<file path="config.mk">
export PLATFORM = sky130hd
export DESIGN_NAME = alu_share_ctrl
export DESIGN_NICKNAME = d
export VERILOG_FILES = /design/src/rtl/alu_pkg.sv /design/src/rtl/rr_arbiter.sv /design/src/rtl/alu_share_ctrl.sv
export SDC_FILE = /design/constraint.sdc
export NUM_CORES = 1
export LEC_CHECK = 0
export BUFFER_PORTS_ARGS = -buffer_cell sky130_fd_sc_hd__buf_2
export CAP_MARGIN = 25
export CORE_AREA = 5 5 144 146
export CTS_CLUSTER_DIAMETER = 200
export DETAILED_ROUTE_END_ITERATION = 6
export DIE_AREA = 0 0 149 151
export PLACE_DENSITY = 0.72
export SETUP_SLACK_MARGIN = 0.1
export SLEW_MARGIN = 10
export SYNTH_ARGS = -nofsm -noshare
export SYNTH_HDL_FRONTEND = slang
export SYNTH_SLANG_ARGS = --single-unit
</file>
<file path="constraint.sdc">
create_clock -name clk_i -period 1.5 [get_ports clk_i]
set_input_delay 0.15 -clock clk_i [delete_from_list [all_inputs] [get_ports clk_i]]
set_output_delay 0.15 -clock clk_i [all_outputs]
set_load 0.005 [all_outputs]
</file>
<file path="src/rtl/alu_pkg.sv">
// Shared ALU definitions: function codes, sequencer state encoding and a
// helper used by the ALU, the decoder and the ALU sharing controller.
package alu_pkg;

  localparam logic [3:0] ALU_ADD     = 4'b0000;
  localparam logic [3:0] ALU_SUB     = 4'b0001;
  localparam logic [3:0] ALU_AND     = 4'b0010;
  localparam logic [3:0] ALU_XOR     = 4'b0011;
  localparam logic [3:0] ALU_OR      = 4'b0100;
  localparam logic [3:0] ALU_FUN_MAX = 4'b0100;

  typedef enum logic [1:0] {
    ST_IDLE = 2'd0,
    ST_EXEC = 2'd1,
    ST_RESP = 2'd2
  } alu_ctrl_state_e;

  // Codes above ALU_FUN_MAX leave the ALU output undefined.
  function automatic logic fun_ok(input logic [3:0] fun);
    return fun <= ALU_FUN_MAX;
  endfunction

endpackage

</file>
<file path="src/rtl/rr_arbiter.sv">
// Combinational round-robin arbiter: one-hot grant to the first requester
// found searching upward from last_i+1 (wrapping mod NREQ).
module rr_arbiter #(
  parameter int NREQ = 2,
  parameter int IDW  = $clog2(NREQ)
) (
  input  logic [NREQ-1:0] req_i,
  input  logic [IDW-1:0]  last_i,
  output logic [NREQ-1:0] gnt_o,
  output logic [IDW-1:0]  gnt_idx_o,
  output logic            any_o
);

  always_comb begin
    logic [IDW:0]   sum;
    logic [IDW-1:0] idx;
    gnt_o     = '0;
    gnt_idx_o = '0;
    any_o     = 1'b0;
    sum       = '0;
    idx       = '0;
    // One extra bit holds last+i (at most 2*NREQ-1) before the wrap.
    for (int i = 1; i <= NREQ; i++) begin
      sum = {1'b0, last_i} + (IDW+1)'(i);
      if (sum >= (IDW+1)'(NREQ)) sum = sum - (IDW+1)'(NREQ);
      idx = sum[IDW-1:0];
      if (!any_o && req_i[idx]) begin
        any_o      = 1'b1;
        gnt_o[idx] = 1'b1;
        gnt_idx_o  = idx;
      end
    end
  end

endmodule

</file>
<file path="src/rtl/alu_share_ctrl.sv">
// Shares one combinational ALU among NREQ requesters: round-robin accept,
// registered operands for one EXEC cycle, held response with requester ID.
module alu_share_ctrl
  import alu_pkg::*;
#(
  parameter int NREQ = 2,
  parameter int XLEN = 32,
  parameter int IDW  = $clog2(NREQ)
) (
  input  logic                 clk_i,
  input  logic                 rst_ni,
  input  logic [NREQ-1:0]      req_valid_i,
  output logic [NREQ-1:0]      req_ready_o,
  input  logic [NREQ-1:0]      req_sel_i,
  input  logic [4*NREQ-1:0]    req_fun_i,
  input  logic [XLEN*NREQ-1:0] req_a_i,
  input  logic [XLEN*NREQ-1:0] req_b_i,
  input  logic [XLEN*NREQ-1:0] req_imm_i,
  output logic                 alu_sel_o,
  output logic [3:0]           alu_fun_o,
  output logic [XLEN-1:0]      alu_a_o,
  output logic [XLEN-1:0]      alu_b_o,
  output logic [XLEN-1:0]      alu_imm_o,
  input  logic [XLEN-1:0]      alu_out_i,
  output logic                 rsp_valid_o,
  input  logic                 rsp_ready_i,
  output logic [IDW-1:0]       rsp_id_o,
  output logic [XLEN-1:0]      rsp_data_o,
  output logic                 rsp_err_o
);

  alu_ctrl_state_e state_q, state_d;
  logic [IDW-1:0]  last_q, last_d, id_q, id_d;
  logic            sel_q, sel_d, err_q, err_d;
  logic [3:0]      fun_q, fun_d;
  logic [XLEN-1:0] a_q, a_d, b_q, b_d, imm_q, imm_d, data_q, data_d;
  logic [NREQ-1:0] gnt;
  logic [IDW-1:0]  gnt_idx;
  logic            any, accept, capture;

  rr_arbiter #(.NREQ(NREQ), .IDW(IDW)) u_arb (
    .req_i     (req_valid_i),
    .last_i    (last_q),
    .gnt_o     (gnt),
    .gnt_idx_o (gnt_idx),
    .any_o     (any)
  );

  always_comb begin
    state_d = state_q;
    accept  = 1'b0;
    capture = 1'b0;
    unique case (state_q)
      ST_IDLE: if (any) begin
        accept  = 1'b1;
        state_d = ST_EXEC;
      end
      ST_EXEC: begin
        capture = 1'b1;
        state_d = ST_RESP;
      end
      ST_RESP: if (rsp_ready_i) state_d = ST_IDLE;
      default: state_d = ST_IDLE;
    endcase
  end

  // Gated by reset so ready cannot leak out while valids are held in reset.
  assign req_ready_o = (state_q == ST_IDLE && rst_ni) ? gnt : '0;

  always_comb begin
    sel_d  = sel_q;
    fun_d  = fun_q;
    a_d    = a_q;
    b_d    = b_q;
    imm_d  = imm_q;
    data_d = data_q;
    err_d  = err_q;
    id_d   = accept ? gnt_idx : id_q;
    last_d = accept ? gnt_idx : last_q;
    if (accept) begin
      for (int k = 0; k < NREQ; k++) begin
        if (gnt[k]) begin
          sel_d = req_sel_i[k];
          fun_d = req_fun_i[4*k +: 4];
          a_d   = req_a_i[XLEN*k +: XLEN];
          b_d   = req_b_i[XLEN*k +: XLEN];
          imm_d = req_imm_i[XLEN*k +: XLEN];
        end
      end
    end
    if (capture) begin
      data_d = fun_ok(fun_q) ? alu_out_i : '0;
      err_d  = !fun_ok(fun_q);
    end
  end

  always_ff @(posedge clk_i or negedge rst_ni) begin
    if (!rst_ni) begin
      state_q <= ST_IDLE;
      last_q  <= IDW'(NREQ-1);
      id_q    <= '0;
      sel_q   <= 1'b0;
      fun_q   <= '0;
      a_q     <= '0;
      b_q     <= '0;
      imm_q   <= '0;
      data_q  <= '0;
      err_q   <= 1'b0;
    end else begin
      state_q <= state_d;
      last_q  <= last_d;
      id_q    <= id_d;
      sel_q   <= sel_d;
      fun_q   <= fun_d;
      a_q     <= a_d;
      b_q     <= b_d;
      imm_q   <= imm_d;
      data_q  <= data_d;
      err_q   <= err_d;
    end
  end

  assign alu_sel_o   = sel_q;
  assign alu_fun_o   = fun_q;
  assign alu_a_o     = a_q;
  assign alu_b_o     = b_q;
  assign alu_imm_o   = imm_q;
  assign rsp_valid_o = (state_q == ST_RESP);
  assign rsp_id_o    = id_q;
  assign rsp_data_o  = data_q;
  assign rsp_err_o   = err_q;

endmodule

</file>
# After elaboration in Yosys (flattened, before gate mapping)
# Cells that the tools add are included.
# W data, S select, Z words.
# totals
reg_bits,138
latchBits,0
mem_bits_rw,0
mem_bits_ro,0
in_bits,239
output_inout_bits,138
memories,0
# op_classes
n_addsub,4
multipliers,0
div_mod_pow,0
n_lt_le_gt_ge,7
eq_ne,4
shift,0
n_mux,34
bitwise,1
reduce_logical,10
# ops
cell,count
$mux W32,7
$mux W1,17
$mux W2,5
$mux W4,2
$pmux W2 S3,1
$ge A2 B2 Y1 const B,2
$le A4 B3 Y1 const B,1
$logic_and A1 B1 Y1,4
$lt A1 B2 Y1 const B,2
$reduce_and A2 Y1,2
$add A1 B1 Y2 const B,1
$add A1 B2 Y2 const B,1
$demux W1 S1,2
$eq A2 B1 Y1 const B,1
$eq A2 B2 Y1 const B,1
$ge A1 B1 Y1 const B,2
$logic_not A1 Y1,2
$logic_not A2 Y1,1
$ne A2 B1 Y1 const B,1
$ne A2 B2 Y1 const B,1
$or A2 B2 Y2,1
$reduce_bool A2 Y1,1
$sub A1 B1 Y1 const B,2

# Longest topological paths before layout
# logic_depth
ltp_word,12
ltp_mapped,5

# Modules after synthesis
# A second synthesis with hierarchy kept.
# unflattened
hier_cells,421
hier_area_um2,6791.5
# by_module_without_submodules
mod,n_inst,cells_per_inst,area_per_inst_um2,seq_area_each_um2
alu_share_ctrl,1,416,6759.0,3454.6
rr_arbiter,1,5,32.5,0.0

# Worst setup path after synthesis
# Ideal clock, no wire load.
# synth_timing
path_kind,reg-to-reg
from,reg last_q
to,reg a_q[10] (netlist: alu_a_o[10])
setup_ns,0.125
arrival_time_ns,1.535
setup_slack_ns,-0.160
stages_incl_launch_ff,6
path_cell_list,dfstp_2 a21bo_2 buf_6 buf_6 mux2_4 mux2_4
# synth_between
elab_chain_len,12
elab_cells_between_ends,34
# synth_rtl
item,line,text
from (decl),alu_share_ctrl.sv:33,"logic [IDW-1:0] last_q, last_d, id_q, id_d;"
from (signal assigned),alu_share_ctrl.sv:100,last_q <= IDW'(NREQ-1);
from (signal assigned),alu_share_ctrl.sv:111,last_q <= last_d;
$add A1 B1 Y2,rr_arbiter.sv:24,"sum = {1'b0, last_i} + (IDW+1)'(i);"
$ge A2 B2 Y1 or $sub A1 B1 Y1 (tied branches),rr_arbiter.sv:25,if (sum >= (IDW+1)'(NREQ)) sum = sum - (IDW+1)'(NREQ);
$mux W1,rr_arbiter.sv:25,
"$lt A1 B2 Y1 (not written as such), or another cell as far along",rr_arbiter.sv:29,gnt_o[idx] = 1'b1;
$logic_and A1 B1 Y1 (not written as such) or $mux W1 (tied branches),"rr_arbiter.sv:29, rr_arbiter.sv:27",
$mux W1 (on tied branches),"rr_arbiter.sv:29, rr_arbiter.sv:27",
$demux W1 S1 or $logic_not A1 Y1 (tied branches),n/a,
$mux W2 or $logic_and A1 B1 Y1 (tied branches),rr_arbiter.sv:27,if (!any_o && req_i[idx]) begin
$or A2 B2 Y2 (no line) or $mux W1 (tied branches),n/a,
$mux W2 or $mux W1 (tied branches),"rr_arbiter.sv:27, alu_share_ctrl.sv:54",
$reduce_bool A2 Y1 (no line) or $mux W1 (tied branches),n/a,
$reduce_and A2 Y1 (no line),n/a,
to (signal assigned),alu_share_ctrl.sv:104,a_q <= '0;
to (signal assigned),alu_share_ctrl.sv:115,a_q <= a_d;
to (decl),alu_share_ctrl.sv:36,"logic [XLEN-1:0] a_q, a_d, b_q, b_d, imm_q, imm_d, data_q, data_d;"
# Parallel ways exist; a longest one is shown, timed or not. The select of a mux whose other input is x is not followed.
# A chain may end at the register's enable or synchronous reset.

# Final worst setup path
# layout_timing
from,reg last_q
to,reg fun_q[2] (netlist: alu_fun_o[2])
# layout_between
elab_chain_len,12
elab_cells_between_ends,34
# layout_rtl
item,line,text
$add A1 B1 Y2,rr_arbiter.sv:24,
$ge A2 B2 Y1 or $sub A1 B1 Y1 (tied branches),rr_arbiter.sv:25,
$mux W1,rr_arbiter.sv:25,
"$lt A1 B2 Y1 (not written as such), or another cell as far along",rr_arbiter.sv:29,
$logic_and A1 B1 Y1 (not written as such) or $mux W1 (tied branches),"rr_arbiter.sv:29, rr_arbiter.sv:27",
$mux W1 (on tied branches),"rr_arbiter.sv:29, rr_arbiter.sv:27",
$demux W1 S1 or $logic_not A1 Y1 (tied branches),n/a,
$mux W2 or $logic_and A1 B1 Y1 (tied branches),rr_arbiter.sv:27,
$or A2 B2 Y2 (no line) or $mux W1 (tied branches),n/a,
$mux W2 or $mux W1 (tied branches),"rr_arbiter.sv:27, alu_share_ctrl.sv:54",
$reduce_bool A2 Y1 (no line) or $mux W1 (tied branches),n/a,
$reduce_and A2 Y1 (no line),n/a,
to (signal assigned),alu_share_ctrl.sv:114,fun_q <= fun_d;
to (decl),alu_share_ctrl.sv:35,"logic [3:0] fun_q, fun_d;"
# Parallel ways exist; a longest one is shown, timed or not. The select of a mux whose other input is x is not followed.

==> flow_metrics.py <==
metrics = {
    "setup_path": {
        "critPathTopFamily": "multiplexers",
        "r2r-start": "last_q",
        "r2r_slack_ns": -0.24,
        "start_kind": "register",
        "worstRegToRegCells": 5,
        "critPathMaxFanout": 20,
        "crit_path_frequent_cell": "mux2_4",
        "required_ns": 1.79,
        "arrival_ns": 2.03,
        "r2r-end": "alu_fun_o[2]",
        "critPathKind": "reg -> reg",
        "worst-path-buf-inv": 2,
        "cp_cell_sequence": "a21bo_4 > buf_12 > buf_16 > mux2_4 > mux2_4",
        "cp_slowest_cell": "dfstp_2",
        "max_stage_delay_ns": 0.54,
        "setup.worst_path.end_class": "register",
    },
    "detailed_routing": {
        "via_per_inst": 4.55,
        "dr.pass1.iters": 4,
        "drc": 0,
        "ant_nets": 0,
        "num_vias": 5261,
        "drt-initial-drc-count": 107,
        "routed_wl_um": 20200,
        "wl_per_cell_um": 17.5,
    },
    "timing": {
        "setup_viol": 103,
        "final_max_slew_viol_count": 0,
        "finalHoldViolations": 0,
        "slew_headroom_pct": 73.0,
        "fin_skew_ns": 0.00774,
        "fin_hold_ws_ns": 0.0596,
        "min_period_ns": 1.74,
        "setup_ws_ns": -0.236,
        "worst_pin_slew_ns": 0.406,
        "fin_crit_sh_pct": 116,
        "rsz0062_at_grt": "yes",
        "clock.fmax_ghz": 0.576,
    },
    "placed_design": {
        "placed_area_mm2": 0.00928,
        "io_buffers": 376,
        "dp_hpwl_um": 14400,
        "place_ws_ns": -0.248,
        "gp_congestion": 0.792,
        "dp_cells": 1072,
    },
    "die": {
        "dieHeight_um": 151,
        "die_w_um": 149,
        "core_mm2": 0.0193,
        "pin_count": 377,
        "die_area_mm2": 0.0225,
        "start_util_pct": 35.5,
        "row_count": 51,
    },
    "clock_network": {
        "clk_pin_slew_ns": 0.06,
        "cts_max_level": 4,
        "cts_tree": "built",
        "root_buffer": "clkbuf_16",
        "clockBufferDepth": 2,
        "clock_latency_ns": 0.41,
        "clkSinkCount": 138,
        "cts_made_buffers": 17,
    },
    "status": {
        "failed_checks": "setup timing",
        "status": "finished with violations",
    },
    "worst_hold_path": {
        "worstHoldPathCells": 3,
        "hp-class": "in -> reg",
        "min_from": "req_valid_i[0]",
        "min_to": "last_q",
    },
    "power_and_ir_drop": {
        "ir_drop_mv": 0.827,
        "power.density_mw_per_mm2": 1910,
        "p_leak_nw": 5.64,
        "power_mw": 20.4,
    },
    "final_layout": {
        "drive_gt1_share_pct": 76.0,
        "nNetsFinal": 1117,
        "final_area_mm2": 0.0107,
        "n_antenna_cell": 0,
        "area_growth_pct": 55.8,
        "stdcell_count": 1156,
        "num-fill-cells": 1600,
    },
    "yosys": {
        "netlist_area_mm2": 0.00684,
        "yosys.area.top_type_share_pct": 50.1,
        "synth.distinct_cells": 20,
        "synth-seq-cells": 138,
        "yosys_warnings": 0,
        "synth_nets": 660,
        "syn_avg_cell_area_um2": 16.2,
        "yosysSeqAreaShare_pct": 50.5,
        "syn_inst": 421,
        "yosysTopAreaCell": "dfrtp_1",
        "synthTopCellsByArea": "dfrtp_1, mux2_4, mux2_2, a22o_1, buf_6",
    },
    "grt": {
        "grt.overflow.total": 0,
        "grt_antenna_before_repair": 0,
        "grt_max_degree": 75,
        "groute.usage.overall_pct": 16.4,
        "grt_pass1_wl_um": 29100,
        "grt_pass1_vias": 5605,
    },
    "job": {
        "drv_cap": 0,
    },
}
worst register-to-register path, stage by stage (launching register included):
cell     delay [ns]
dfstp_2        0.54
a21bo_4        0.16
buf_12         0.15
buf_16         0.20
mux2_4         0.32
mux2_4         0.25
synth_stat cells:
master and instances:
buf_6 8, a31oi_1 1, a21oi_1 2, buf_4 6, nor3_2 1, o32ai_1 1
o21ai_0 2, o21a_1 2, nand2b_1 2, nor2_1 3, buf_2 11, a22o_1 32
mux2_2 66, dfstp_2 1, mux2_4 136, a21bo_2 1, dfrtp_1 137, inv_1 4
clkbuf_1 4, nand2_1 1
power breakdown:
group / leakage [nW] / total (mW) / switching, mW / internal [mW]
sequential: 1.67 / 6.67 / 1.09 / 5.58
clock: 0.302 / 4.36 / 1.82 / 2.55
combinational: 3.67 / 9.36 / 3.50 / 5.86
cell families after synthesis:
family | count (synthesis) | share of synthesized area [%]
muxes | 202 | 40.7
DFF | 138 | 50.5
AOI/OAI and AO/OA | 41 | 4.98
buffers and inverters | 33 | 3.22
and+or+nand+nor | 7 | 0.549
routing by layer:
metal	vias to the layer above	wire length [um]	track usage (%)
met1	2511	7470	18.4
li1	2455	-	-
met5	-	0	0
met4	0	346	5.13
met2	266	10800	29.9
met3	29	1610	5.03
state kept, by name (all words and copies together) (netlist names), 2 cells and up:
register,count
state_q,2
alu_fun_o,4
rsp_data_o,32
alu_imm_o,32
alu_a_o,32
alu_b_o,32
per-stage QoR:
step                      utilization, %  setup TNS, ns
final                               55.3         -19.92
after CTS                           54.0         -19.57
after floorplan                        -         -11.18
after detailed placement            48.1         -20.08
after global placement              48.1         -17.86
after global routing                55.3         -25.29
placed cells by master, fill, tap and decap left out, types with 3 or more instances in the layout:
cell type,Yosys,final
mux2_2,66,51
buf_6,8,13
buf_4,6,29
dlygate4sd3_1,0,34
a22o_1,32,32
buf_16,0,3
dfrtp_1,137,137
inv_1,4,3
inv_6,0,4
clkbuf_16,0,22
buf_12,0,8
inv_8,0,4
mux2_4,136,151
buf_2,11,374
timing repair:
| action | in CTS | in global routing |
|---|---|---|
| resized for setup | 23 | 19 |
| pin swaps | 3 | 17 |
| hold buffers | 34 | 0 |
| hold endpoints to repair | 170 | 0 |
| setup endpoints to repair | 104 | 122 |
| gates cloned | 1 | 6 |
| setup buffers | 6 | 5 |
area by class of cell:
class | instances | area, um2 | area share [%]
repair buffers | 467 | 2960 | 27.8
clock buffers | 17 | 425 | 3.99
inverters | 4 | 15.0 | 0.141
flip-flops and latches | 138 | 3450 | 32.4
multi-input cells | 250 | 3270 | 30.7
well taps | 265 | 332 | 3.11
clock inverters | 15 | 198 | 1.86
worst max path at each step:
stage / end / from / cells after the start / slack, ns
5_1_grt: alu_b_o[23] / last_q / 5 / -0.29
3_5_place_dp: alu_b_o[20] / last_q / 4 / -0.25
6_report: alu_fun_o[2] / last_q / 5 / -0.24
2_1_floorplan: alu_a_o[10] / last_q / 5 / -0.13
4_1_cts: alu_fun_o[2] / last_q / 5 / -0.24
3_3_place_gp: alu_b_o[26] / last_q / 4 / -0.22
No activity file was read; power rests on OpenSTA's default activity.
